### src/rtl/fpga_state_writer_pkg.sv
// Shared controller parameters: BRAM address map, firmware version and the
// bit layout of the FPGA_STATE word.
package fpga_state_writer_pkg;

  typedef logic [7:0] bram_addr_t;

  localparam bram_addr_t ADDR_CTL_FLAG          = 8'h00;
  localparam bram_addr_t ADDR_FPGA_STATE        = 8'h01;
  localparam bram_addr_t ADDR_VERSION_NUM_MAJOR = 8'h02;
  localparam bram_addr_t ADDR_VERSION_NUM_MINOR = 8'h03;

  localparam logic [7:0] VersionNumMajor = 8'h91;
  localparam logic [7:0] VersionNumMinor = 8'h00;

  localparam int FPGA_STATE_BIT_THERMO      = 0;
  localparam int FPGA_STATE_BIT_MOD_SEGMENT = 1;
  localparam int FPGA_STATE_BIT_STM_SEGMENT = 2;
  localparam int FPGA_STATE_BIT_IS_STM_MODE = 3;

  // Assemble the FPGA_STATE word from the individual status bits.
  function automatic logic [15:0] pack_state(input logic thermo,
                                             input logic mod_segment,
                                             input logic stm_segment,
                                             input logic is_stm_mode);
    logic [15:0] word;
    word                             = '0;
    word[FPGA_STATE_BIT_THERMO]      = thermo;
    word[FPGA_STATE_BIT_MOD_SEGMENT] = mod_segment;
    word[FPGA_STATE_BIT_STM_SEGMENT] = stm_segment;
    word[FPGA_STATE_BIT_IS_STM_MODE] = is_stm_mode;
    return word;
  endfunction

endpackage

### src/rtl/fpga_state_writer.sv
// Writes the version words once after reset, then mirrors the live FPGA
// status bits into the controller BRAM, rate-limited by MinInterval and
// arbitrated through a WR_REQ/WR_GNT handshake.
module fpga_state_writer
  import fpga_state_writer_pkg::*;
#(
  parameter int unsigned MinInterval = 16
) (
  input  logic        CLK,
  input  logic        RST,
  input  logic        THERMO,
  input  logic        MOD_SEGMENT,
  input  logic        STM_SEGMENT,
  input  logic        IS_STM_MODE,
  output logic        WR_REQ,
  input  logic        WR_GNT,
  output logic        WR_EN,
  output bram_addr_t  WR_ADDR,
  output logic [15:0] WR_DATA,
  output logic        INIT_DONE
);

  typedef enum logic [1:0] {
    INIT_MAJOR,
    INIT_MINOR,
    IDLE,
    WR_STATE
  } state_e;

  localparam logic [15:0] MIN_INTERVAL = 16'(MinInterval);

  state_e      state_q, state_d;
  bram_addr_t  addr_q, addr_d;        // last presented address, held when idle
  logic [15:0] data_q, data_d;        // last presented data / state snapshot
  logic        init_done_q, init_done_d;
  logic        dirty_q, dirty_d;
  logic [15:0] last_q, last_d;        // last FPGA_STATE value accepted
  logic [15:0] interval_q, interval_d;
  logic        gap_q, gap_d;          // forces one idle cycle after an accept
  logic [15:0] live_word;
  logic        accept;

  assign live_word = pack_state(THERMO, MOD_SEGMENT, STM_SEGMENT, IS_STM_MODE);

  // Reset masks the request combinationally so an in-flight write aborts at once.
  assign WR_REQ    = (state_q != IDLE) && !gap_q && !RST;
  assign WR_EN     = WR_REQ && WR_GNT;
  assign accept    = WR_EN;
  assign INIT_DONE = init_done_q && !RST;

  // Present the version constants while requesting them, otherwise hold.
  always_comb begin
    WR_ADDR = addr_q;
    WR_DATA = data_q;
    if (RST) begin
      WR_ADDR = ADDR_CTL_FLAG;
      WR_DATA = '0;
    end else if (WR_REQ && state_q == INIT_MAJOR) begin
      WR_ADDR = ADDR_VERSION_NUM_MAJOR;
      WR_DATA = {8'h00, VersionNumMajor};
    end else if (WR_REQ && state_q == INIT_MINOR) begin
      WR_ADDR = ADDR_VERSION_NUM_MINOR;
      WR_DATA = {8'h00, VersionNumMinor};
    end
  end

  // Next-state, change detection, snapshot and interval bookkeeping.
  always_comb begin
    // NOTE: every variable gets a default first so no path leaves it unassigned (no latches).
    state_d     = state_q;
    addr_d      = addr_q;
    data_d      = data_q;
    init_done_d = init_done_q;
    dirty_d     = dirty_q;
    last_d      = last_q;
    interval_d  = (interval_q == 16'hFFFF) ? interval_q : interval_q + 16'd1;
    gap_d       = accept;

    // While a state write is pending the snapshot owns the comparison; any
    // change is picked up against the new last value once it is accepted.
    if (state_q != WR_STATE && live_word != last_q) begin
      dirty_d = 1'b1;
    end

    unique case (state_q)
      INIT_MAJOR: begin
        if (accept) begin
          addr_d  = ADDR_VERSION_NUM_MAJOR;
          data_d  = {8'h00, VersionNumMajor};
          state_d = INIT_MINOR;
        end
      end
      INIT_MINOR: begin
        if (accept) begin
          addr_d      = ADDR_VERSION_NUM_MINOR;
          data_d      = {8'h00, VersionNumMinor};
          state_d     = IDLE;
          init_done_d = 1'b1;
          dirty_d     = 1'b1;  // guarantees the first state write
        end
      end
      IDLE: begin
        if (dirty_q && interval_q >= MIN_INTERVAL) begin
          addr_d  = ADDR_FPGA_STATE;
          data_d  = live_word;
          dirty_d = 1'b0;
          state_d = WR_STATE;
        end
      end
      WR_STATE: begin
        if (accept) begin
          last_d     = data_q;
          interval_d = '0;
          state_d    = IDLE;
        end
      end
      default: state_d = INIT_MAJOR;
    endcase
  end

  // State registers with synchronous active-high reset.
  always_ff @(posedge CLK) begin
    // NOTE: sequential state uses non-blocking assignments so all registers update together.
    if (RST) begin
      state_q     <= INIT_MAJOR;
      addr_q      <= ADDR_CTL_FLAG;
      data_q      <= '0;
      init_done_q <= 1'b0;
      dirty_q     <= 1'b0;
      last_q      <= '0;
      interval_q  <= 16'hFFFF;
      gap_q       <= 1'b0;
    end else begin
      state_q     <= state_d;
      addr_q      <= addr_d;
      data_q      <= data_d;
      init_done_q <= init_done_d;
      dirty_q     <= dirty_d;
      last_q      <= last_d;
      interval_q  <= interval_d;
      gap_q       <= gap_d;
    end
  end

endmodule

### config.mk
export PLATFORM = sky130hd
export DESIGN_NAME = fpga_state_writer
export DESIGN_NICKNAME = d
export VERILOG_FILES = /design/src/rtl/fpga_state_writer_pkg.sv /design/src/rtl/fpga_state_writer.sv
export SDC_FILE = /design/constraint.sdc
export NUM_CORES = 1
export LEC_CHECK = 0
export CAP_MARGIN = 20
export CORE_MARGIN = 1.5
export CORE_UTILIZATION = 54
export CTS_BUF_LIST = sky130_fd_sc_hd__clkbuf_8
export CTS_CLUSTER_DIAMETER = 40
export CTS_CLUSTER_SIZE = 28
export DETAILED_ROUTE_END_ITERATION = 8
export GPL_TIMING_DRIVEN = 0
export PLACE_DENSITY = 0.84
export SLEW_MARGIN = 20
export SYNTH_ARGS = -nofsm -noshare
export SYNTH_HDL_FRONTEND = slang
export SYNTH_SLANG_ARGS = --single-unit
### constraint.sdc
create_clock -name CLK -period 2.6 [get_ports CLK]
set_input_delay 0.52 -clock CLK [delete_from_list [all_inputs] [get_ports CLK]]
set_output_delay 0.52 -clock CLK [all_outputs]
set_load 0.02 [all_outputs]
==> results.json, run 1 <==
{
  "status": "completed",
  "vias_per_cell": 5.898,
  "rsz0062_at_grt": "true",
  "firstDrtPassIters": 5,
  "critPathLaunchType": "register",
  "utilization": 0.7003,
  "avgSynthCellArea_um2": 8.249,
  "dp_hpwl_um": 3156,
  "grt_overflow_total": 0,
  "crit_required_ns": 2.08,
  "io_pins": 34,
  "async_flop_share": 0,
  "setup_viol": 0,
  "pwr_density_cell_mw_per_mm2": 1163,
  "vdd_drop_max_mv": 0.7673,
  "final_cells": 324,
  "fin_nets": 292,
  "netlist_instances": 236,
  "wl_um": 4600,
  "ff_latch_area_um2": 663.1,
  "synth_common_cells": "dfxtp_1 (33), nand2_1 (23), o21ai_0 (19)",
  "criticalPathCategory": "reg2out",
  "clk_latency_ns": 0.29,
  "antenna_found_initial": 0,
  "rr_worst_depth": 7,
  "rows": 21,
  "grt_max_degree": 11,
  "ant_nets": 0,
  "cts_sinks": 33,
  "synth_top_cell_by_area": "dfxtp_1",
  "drive_above_1_share": 0.1763,
  "hold_class": "reg2reg",
  "yosysMostFrequentCell": "dfxtp_1",
  "crit_path_end_kind": "output pin",
  "synth.yosys.seq_area_share": 0.3393,
  "synth-seq-cells": 33,
  "hold_viol_final": 0,
  "hold_buffers": 0,
  "place_area_mm2": 0.002236,
  "synth_top_area_frac": 0.3393,
  "place.port_buffers": 17,
  "timing.final.crit_share": 0.9637,
  "area_growth_syn_to_layout_pct": 21.92,
  "die_y_um": 63.05,
  "core_region_area_mm2": 0.003390,
  "max_freq_mhz": 399.1,
  "fillCellCount": 266,
  "antenna_cells": 0,
  "ys_top_cells_by_area": "dfxtp_1 (34%), buf_4 (6.6%), ha_1 (5.1%)",
  "holdWs_ns": 0.4656,
  "period_needed_ns": 2.506,
  "routabilityCongestion": 0.8441,
  "finalWorstSetupSlack_ns": 0.09448,
  "numCtsBuffers": 5,
  "maxSlewViolCount": 0,
  "clockBufferDepth": 2,
  "cts-root-buf": "clkbuf_8",
  "place_ws_ns": -0.3398,
  "cts_max_level": 2,
  "cp.arrival_ns": 1.99,
  "finClkSkew_ns": 0.008998,
  "start_util": 0.5744,
  "synth_ff_type": "dfxtp_1",
  "grt_usage": 0.2407,
  "routed-via-count": 1911,
  "numPlacedInstances": 314,
  "multi_input_area_mm2": 0.001159,
  "postLayoutCellArea_mm2": 0.002374,
  "first_global_vias": 1722,
  "wire_per_inst_um": 14.20,
  "leakage_uw": 0.001037,
  "synth_edf_count": 0,
  "ys_types": 45,
  "cts_tree": "done",
  "drt_iter0_markers": 103,
  "worstMarginPinSlew_ns": 0.6425,
  "grt_pass1_wl_um": 7548,
  "die-area_mm2": 0.003975,
  "drv_cap": 0,
  "worstPathMaxFanout": 5,
  "die_x_um": 63.05,
  "drc_errors": 0,
  "syn_area_mm2": 0.001947,
  "max-slew-margin-rel": 0.5690,
  "yosys_warnings": 0,
  "worstHoldPathCells": 2,
  "clkSlewWorstSetupHoldPaths_ns": 0.07
}
==> worst paths after layout <==
kind	from	to	slack (ns)
worst max-delay path	state_q[0]$_SDFFE_PP0P_	WR_DATA[2]	0.09
worst min-delay path	data_q[1]$_SDFFE_PP0P_	last_q[1]$_SDFFE_PP0P_	0.47
worst max register to register	state_q[0]$_SDFFE_PP0P_	data_q[4]$_SDFFE_PP0P_	0.16
worst min register to register	data_q[1]$_SDFFE_PP0P_	last_q[1]$_SDFFE_PP0P_	0.47
==> registers in the layout, summed over array words and instances, names as in the netlist <==
signal and cells:
last_q 5, interval_q 16, data_q 5, addr_q 2, gap_q 1, init_done_q 1
state_q 2, dirty_q 1
==> worst max-delay path, cell delays in order (launching register included) <==
cell and delay (ns):
dfxtp_2 0.37, inv_1 0.09, ha_1 0.26, or2_2 0.37, a21oi_4 0.19, and2_1 0.15
clkdlybuf4s15_2 0.26
==> area by class of cell <==
class,instances,share of cell area
Buffer,26,0.07380
Sequential cell,33,0.2794
Tap cell,46,0.02425
Clock buffer,6,0.03479
Inverter,10,0.01687
Multi-Input combinational cell,182,0.4881
Timing Repair Buffer,19,0.06853
Clock inverter,2,0.01423
==> repair_timing <==
item | in CTS | in global routing
pin swaps | 1 | 0
buffers inserted | 2 | 0
setup endpoints to repair | 10 | 9
cloned | 0 | 0
gates resized for setup | 23 | 14
==> power breakdown <==
part | internal [uW] | total (uW) | leakage [uW] | switching [uW]
logic | 586 | 1420 | 0.000702 | 829
registers | 663 | 843 | 0.000271 | 180
clock network | 309 | 503 | 0.0000626 | 195
total | 1560 | 2760 | 0.00104 | 1200
==> metrics by stage <==
step	total power [uW]	TNS, ns
6_report	2761	0
5_1_grt	2961	-0.01560
4_1_cts	2728	0
3_5_place_dp	2213	-2.763
3_3_place_gp	2168	-2.658
2_1_floorplan	1881	0
==> placed cells by master, fill, tap and decap left out, types with 3 or more instances in the layout <==
master            n
buf_2             3
a31o_2            3
or3_1             3
o211a_1           3
ha_1              7
a211oi_1          3
nor3_1            4
a31oi_1           3
or4_1             4
xnor2_1           4
clkdlybuf4s50_1   6
nand2_1          23
dfxtp_1          31
clkbuf_8          6
nor4_1            7
buf_4            19
inv_1            10
conb_1           16
nand3_1          12
clkbuf_1          5
o211ai_1          6
o21ai_0          19
a21oi_1          15
nand4_1           9
clkbuf_2          4
and2_1            4
mux2i_1           4
nor2_1            5
==> metal layers <==
layer  vias to the layer above  wire length [um]  global-route usage
met4                         0                78             0.09722
met1                       894              2023              0.2907
li1                        935                 -                   -
met3                         8               280             0.05586
met2                        74              2218              0.4096
met5                         -                 0                   0
==> logic make-up (layout without fill, tap and decap cells) <==
logic type | Yosys count | after routing | share of synthesized area
simple gates | 85 | 85 | 0.2455
flops | 33 | 33 | 0.3393
other cells | 1 | 16 | 0.001926
compound gates | 64 | 64 | 0.2114
xor+xnor | 5 | 5 | 0.02249
buf+inv | 36 | 63 | 0.1073
mux | 4 | 4 | 0.02057
fa+ha+maj | 8 | 8 | 0.05142
Power figures use the tool's default switching activity.
==> run 2: changes to the inputs <==
--- a/config.mk
+++ b/config.mk
@@ -5,15 +5,13 @@
 export SDC_FILE = /design/constraint.sdc
 export NUM_CORES = 1
 export LEC_CHECK = 0
-export CAP_MARGIN = 20
 export CORE_MARGIN = 1.5
 export CORE_UTILIZATION = 54
 export CTS_BUF_LIST = sky130_fd_sc_hd__clkbuf_8
 export CTS_CLUSTER_DIAMETER = 40
 export CTS_CLUSTER_SIZE = 28
 export DETAILED_ROUTE_END_ITERATION = 8
-export GPL_TIMING_DRIVEN = 0
-export PLACE_DENSITY = 0.84
+export PLACE_DENSITY = 0.81
 export SLEW_MARGIN = 20
 export SYNTH_ARGS = -nofsm -noshare
 export SYNTH_HDL_FRONTEND = slang
==> run 2 against run 1 <==
Against the previous run: fmax is 2.1% higher; register-to-register slack better by 0.17 ns; die area stayed put; core utilization down 2.3 points; power decreased by 4.0%; global-route usage decreased by 0.21 points; sequential power shrank 1%; largest power group unchanged; highest routed layer unchanged.
==> results.json, run 2 (synthesis gave the netlist of run 1 again) <==
{
  "grt_usage": 0.2386,
  "hp-start": "last_q[4]$_SDFFE_PP0P_",
  "crit_required_ns": 2.08,
  "antenna_cells": 0,
  "critPathLaunchType": "register",
  "r2r_end": "interval_q[5]$_SDFF_PP1_",
  "max-slew-margin-rel": 0.5388,
  "cts-root-buf": "clkbuf_8",
  "layout_commonest_cell": "dfxtp_1",
  "dp_hpwl_um": 3159,
  "area_growth_syn_to_layout_pct": 17.99,
  "rsz0062_at_grt": "false",
  "leakage_uw": 0.001010,
  "drc_errors": 0,
  "vias_per_cell": 5.825,
  "worstPathMaxFanout": 5,
  "place_ws_ns": -0.2330,
  "worstHoldPathCells": 2,
  "routed-via-count": 1835,
  "hold_class": "reg2reg",
  "clkSlewWorstSetupHoldPaths_ns": 0.07,
  "rows": 21,
  "routabilityCongestion": 0.8601,
  "criticalPathCategory": "reg2out",
  "hold_end": "last_q[4]$_SDFFE_PP0P_",
  "cts_max_level": 2,
  "final_cells": 315,
  "max_freq_mhz": 407.7,
  "die-area_mm2": 0.003975,
  "utilization": 0.6777,
  "multi_input_area_mm2": 0.001149,
  "grt_overflow_total": 0,
  "crit_path_end_kind": "output pin",
  "finalWorstSetupSlack_ns": 0.1471,
  "clk_latency_ns": 0.29,
  "first_global_vias": 1677,
  "wl_um": 4371,
  "timing.final.crit_share": 0.9434,
  "antenna_found_initial": 0,
  "rr_worst_depth": 8,
  "ff_latch_area_um2": 660.6,
  "timing.setup.tns_ns": 0,
  "ant_nets": 0,
  "place_area_mm2": 0.002192,
  "top_regs": "interval_q (16), data_q (5), last_q (5)",
  "largest_reg_flops": 16,
  "place.port_buffers": 17,
  "setup_viol": 0,
  "core_region_area_mm2": 0.003390,
  "grt_max_degree": 16,
  "drive_above_1_share": 0.1338,
  "reg2reg_from": "state_q[1]$_SDFFE_PP0P_",
  "firstDrtPassIters": 4,
  "hold_viol_final": 0,
  "numCtsBuffers": 5,
  "vdd_drop_max_mv": 0.7266,
  "r2r_slack_ns": 0.33,
  "start_util": 0.5744,
  "die_y_um": 63.05,
  "status": "completed",
  "crit_start": "state_q[1]$_SDFFE_PP0P_",
  "cp.arrival_ns": 1.93,
  "grt_pass1_wl_um": 7603,
  "die_x_um": 63.05,
  "fin_nets": 283,
  "final_cell_mix": "dfxtp_1 (33), nand2_1 (23), o21ai_0 (19), buf_4 (19), conb_1 (16)",
  "period_needed_ns": 2.453,
  "maxSlewViolCount": 0,
  "numPlacedInstances": 305,
  "clockBufferDepth": 2,
  "fillCellCount": 286,
  "wire_per_inst_um": 13.88,
  "drt_iter0_markers": 101,
  "finClkSkew_ns": 0.005205,
  "hold_buffers": 0,
  "worstMarginPinSlew_ns": 0.6855,
  "postLayoutCellArea_mm2": 0.002297,
  "drv_cap": 0,
  "cts_sinks": 33,
  "pwr_density_cell_mw_per_mm2": 1154,
  "io_pins": 34,
  "cts_tree": "done",
  "top_register": "interval_q"
}
## run 2: where the power goes
part           leakage [uW]  total [uW]  internal [uW]  switching (uW)
clock             0.0000439         382            185             198
combinational      0.000695        1440            616             821
sequential         0.000271         831            660             171
## run 2: how the worst max path moves through the flow
| stage | endpoint | slack (ns) | depth (start not counted) |
|---|---|---|---|
| 2_1_floorplan | WR_ADDR[1] | 0.17 | 6 |
| 3_3_place_gp | WR_EN | -0.15 | 4 |
| 3_5_place_dp | WR_ADDR[1] | -0.23 | 5 |
| 4_1_cts | WR_REQ | 0.05 | 5 |
| 5_1_grt | WR_DATA[7] | 0.04 | 8 |
| 6_report | WR_DATA[3] | 0.15 | 7 |
## run 2: final cells by class
class / instances / area share
Clock inverter: 3 / 0.007625
Clock buffer: 5 / 0.02996
Tap cell: 46 / 0.02505
Sequential cell: 33 / 0.2876
Inverter: 10 / 0.01634
Timing Repair Buffer: 36 / 0.1334
Multi-Input combinational cell: 182 / 0.5000
## run 2: per-layer routing
metal	track usage	share of wire	up-vias
met2	0.3843	0.45	57
met4	0.08056	0.010	0
li1	-	-	904
met1	0.3161	0.48	868
met3	0.05045	0.061	6
met5	0	0	-
## run 2: worst max-delay path, cell delays in order (launching register included)
cell           delay [ns]
dfxtp_1              0.31
buf_4                0.15
ha_1                 0.24
nor3_4               0.26
buf_4                0.17
a21oi_2              0.06
and2_1               0.15
dlygate4sd2_1        0.31
## run 2: timing repair
| action | in CTS | in global routing |
|---|---|---|
| resized for setup | 11 | 2 |
| gates cloned | 0 | 0 |
| pin swaps | 1 | 1 |
| setup endpoints to repair | 10 | 1 |
| buffers inserted | 0 | 2 |
## run 2: through the flow
step | hold WS, ns | power [uW]
final | 0.4597 | 2651
after global placement | 0.4448 | 2221
after detailed placement | 0.4509 | 2265
after global routing | 0.4919 | 2874
after floorplan | 0.4367 | 1881
after CTS | 0.4618 | 2633
==> run 3: changes to the inputs <==
--- a/config.mk
+++ b/config.mk
@@ -12,6 +12,7 @@
 export CTS_CLUSTER_SIZE = 28
 export DETAILED_ROUTE_END_ITERATION = 8
 export PLACE_DENSITY = 0.81
+export REMOVE_ABC_BUFFERS = 1
 export SLEW_MARGIN = 20
 export SYNTH_ARGS = -nofsm -noshare
 export SYNTH_HDL_FRONTEND = slang
==> run 3 against run 2 <==
Against the previous run: core utilization is 1.2 points lower; non-clock buffer count is 2 lower; power is 2.0% lower; sequential power is 0.6% higher; via count is 4.3% lower; clock skew is 0.0054 ns higher; clock-buffer cell count stayed put; highest routed layer unchanged.
==> results.json, run 3 (synthesis gave the netlist of run 1 again) <==
{
  "vdd_drop_max_mv": 0.7448,
  "cts_sinks": 33,
  "crit_required_ns": 2.08,
  "firstDrtPassIters": 4,
  "finalWorstSetupSlack_ns": 0.08195,
  "die_x_um": 63.05,
  "drc_errors": 0,
  "place_ws_ns": -0.2656,
  "status": "completed",
  "wl_met2_um": 1919,
  "leakage_uw": 0.0009787,
  "drv_cap": 0,
  "slowest_stage": "or4b_4",
  "crit_chain": "clkdlybuf4s50_1 > or4b_4 > inv_2 > dlygate4sd2_1",
  "largest_reg_flops": 16,
  "met3_length_um": 200,
  "rows": 21,
  "cp.arrival_ns": 2.00,
  "worstPathMaxFanout": 4,
  "critPathLaunchType": "input port",
  "layout_commonest_cell": "dfxtp_1",
  "cts_max_level": 2,
  "criticalPathCategory": "in2out",
  "dp_hpwl_um": 3152,
  "routed-via-count": 1757,
  "pwr_density_cell_mw_per_mm2": 1151,
  "finClkSkew_ns": 0.01065,
  "hold_viol_final": 0,
  "numCtsBuffers": 5,
  "ant_nets": 0,
  "crit_path_end_kind": "output pin",
  "place.port_buffers": 17,
  "fin_nets": 281,
  "hold_class": "reg2reg",
  "top_register": "interval_q",
  "setup_viol": 0,
  "die-area_mm2": 0.003975,
  "wl_um": 4254,
  "power_uw": 2597,
  "top_regs": "interval_q (16), data_q (5), last_q (5)",
  "top_layer": "met4",
  "slowest_delay_ns": 0.59,
  "holdWs_ns": 0.4688,
  "grt_max_degree": 21,
  "final_cell_mix": "dfxtp_1 (33), nand2_1 (23), o21ai_0 (19)",
  "drt_iter0_markers": 107,
  "die_y_um": 63.05,
  "maxSlewViolCount": 0,
  "vias_per_cell": 5.613,
  "clk_latency_ns": 0.29,
  "grt_usage": 0.2329,
  "start_util": 0.5744,
  "cp_num_buf_inv": 3,
  "first_global_vias": 1672,
  "io_pins": 34,
  "met1_length_um": 2076,
  "cts_tree": "done",
  "rsz0062_at_grt": "true",
  "antenna_cells": 0,
  "period_needed_ns": 2.518,
  "hold_buffers": 0,
  "fillCellCount": 299,
  "wire_per_inst_um": 13.59,
  "antenna_found_initial": 0,
  "worstMarginPinSlew_ns": 0.5594,
  "grt_pass1_wl_um": 7431,
  "timing.setup.tns_ns": 0,
  "cp_top_family": "buffers and inverters",
  "timing.final.crit_share": 0.9685,
  "cts_setup_buffers": 0,
  "max_freq_mhz": 397.1,
  "routabilityCongestion": 0.7997,
  "area_growth_syn_to_layout_pct": 15.87,
  "grt_overflow_total": 0,
  "core_region_area_mm2": 0.003390,
  "cts-root-buf": "clkbuf_8",
  "drive_above_1_share": 0.1386,
  "clkSlewWorstSetupHoldPaths_ns": 0.07,
  "max-slew-margin-rel": 0.6236,
  "clockBufferDepth": 2
}
[run 3: worst register-to-register path, stage by stage (launching register included)]
cell and delay, ns:
dfxtp_1 0.40, inv_1 0.11, ha_1 0.25, or4b_4 0.54, inv_2 0.07, buf_4 0.12
and2_0 0.30, buf_4 0.21, or4_1 0.11, nand3_1 0.07
[run 3: cell type report]
class	count	area [um2]	area share
multi-input combinational	182	1142	0.5064
sequential	33	660.6	0.2928
timing repair buffer	34	275.3	0.1220
clock buffer	5	68.82	0.03050
tap	46	57.56	0.02551
inverter	10	37.54	0.01664
clock inverter	3	13.76	0.006101
[run 3: worst paths after layout]
kind	from	to	slack (ns)	cells past startpoint
setup / recovery	RST	WR_EN	0.08	4
hold / removal	last_q[3]$_SDFFE_PP0P_	last_q[3]$_SDFFE_PP0P_	0.47	2
setup reg to reg	state_q[0]$_SDFFE_PP0P_	interval_q[11]$_SDFF_PP1_	0.31	9
hold reg to reg	last_q[3]$_SDFFE_PP0P_	last_q[3]$_SDFFE_PP0P_	0.47	2
[run 3: stage by stage]
step / instance area (um2) / cells / utilization
detailed placement: 2187 / 305 / 0.6453
global route: 2256 / 313 / 0.6656
CTS: 2267 / 313 / 0.6689
floorplan: 1832 / 225 / -
global placement: 2187 / 305 / 0.6453
finish: 2256 / 313 / 0.6656
[run 3: power by group]
part	internal (uW)	total, uW	switching [uW]
registers	660	836	175
logic	600	1390	789
clock network	182	372	191
[run 3: what timing repair did]
action                                  in CTS  in global routing
gates resized for setup                     11                 11
endpoints found under the setup margin       9                  8
hold endpoints to repair                     0                  0
[run 3: layer usage]
metal  up-vias  global-route usage
met5         -                   0
met4         0              0.1000
met3         5             0.05766
met2        45              0.3537
met1       810              0.3124
li1        897                   -
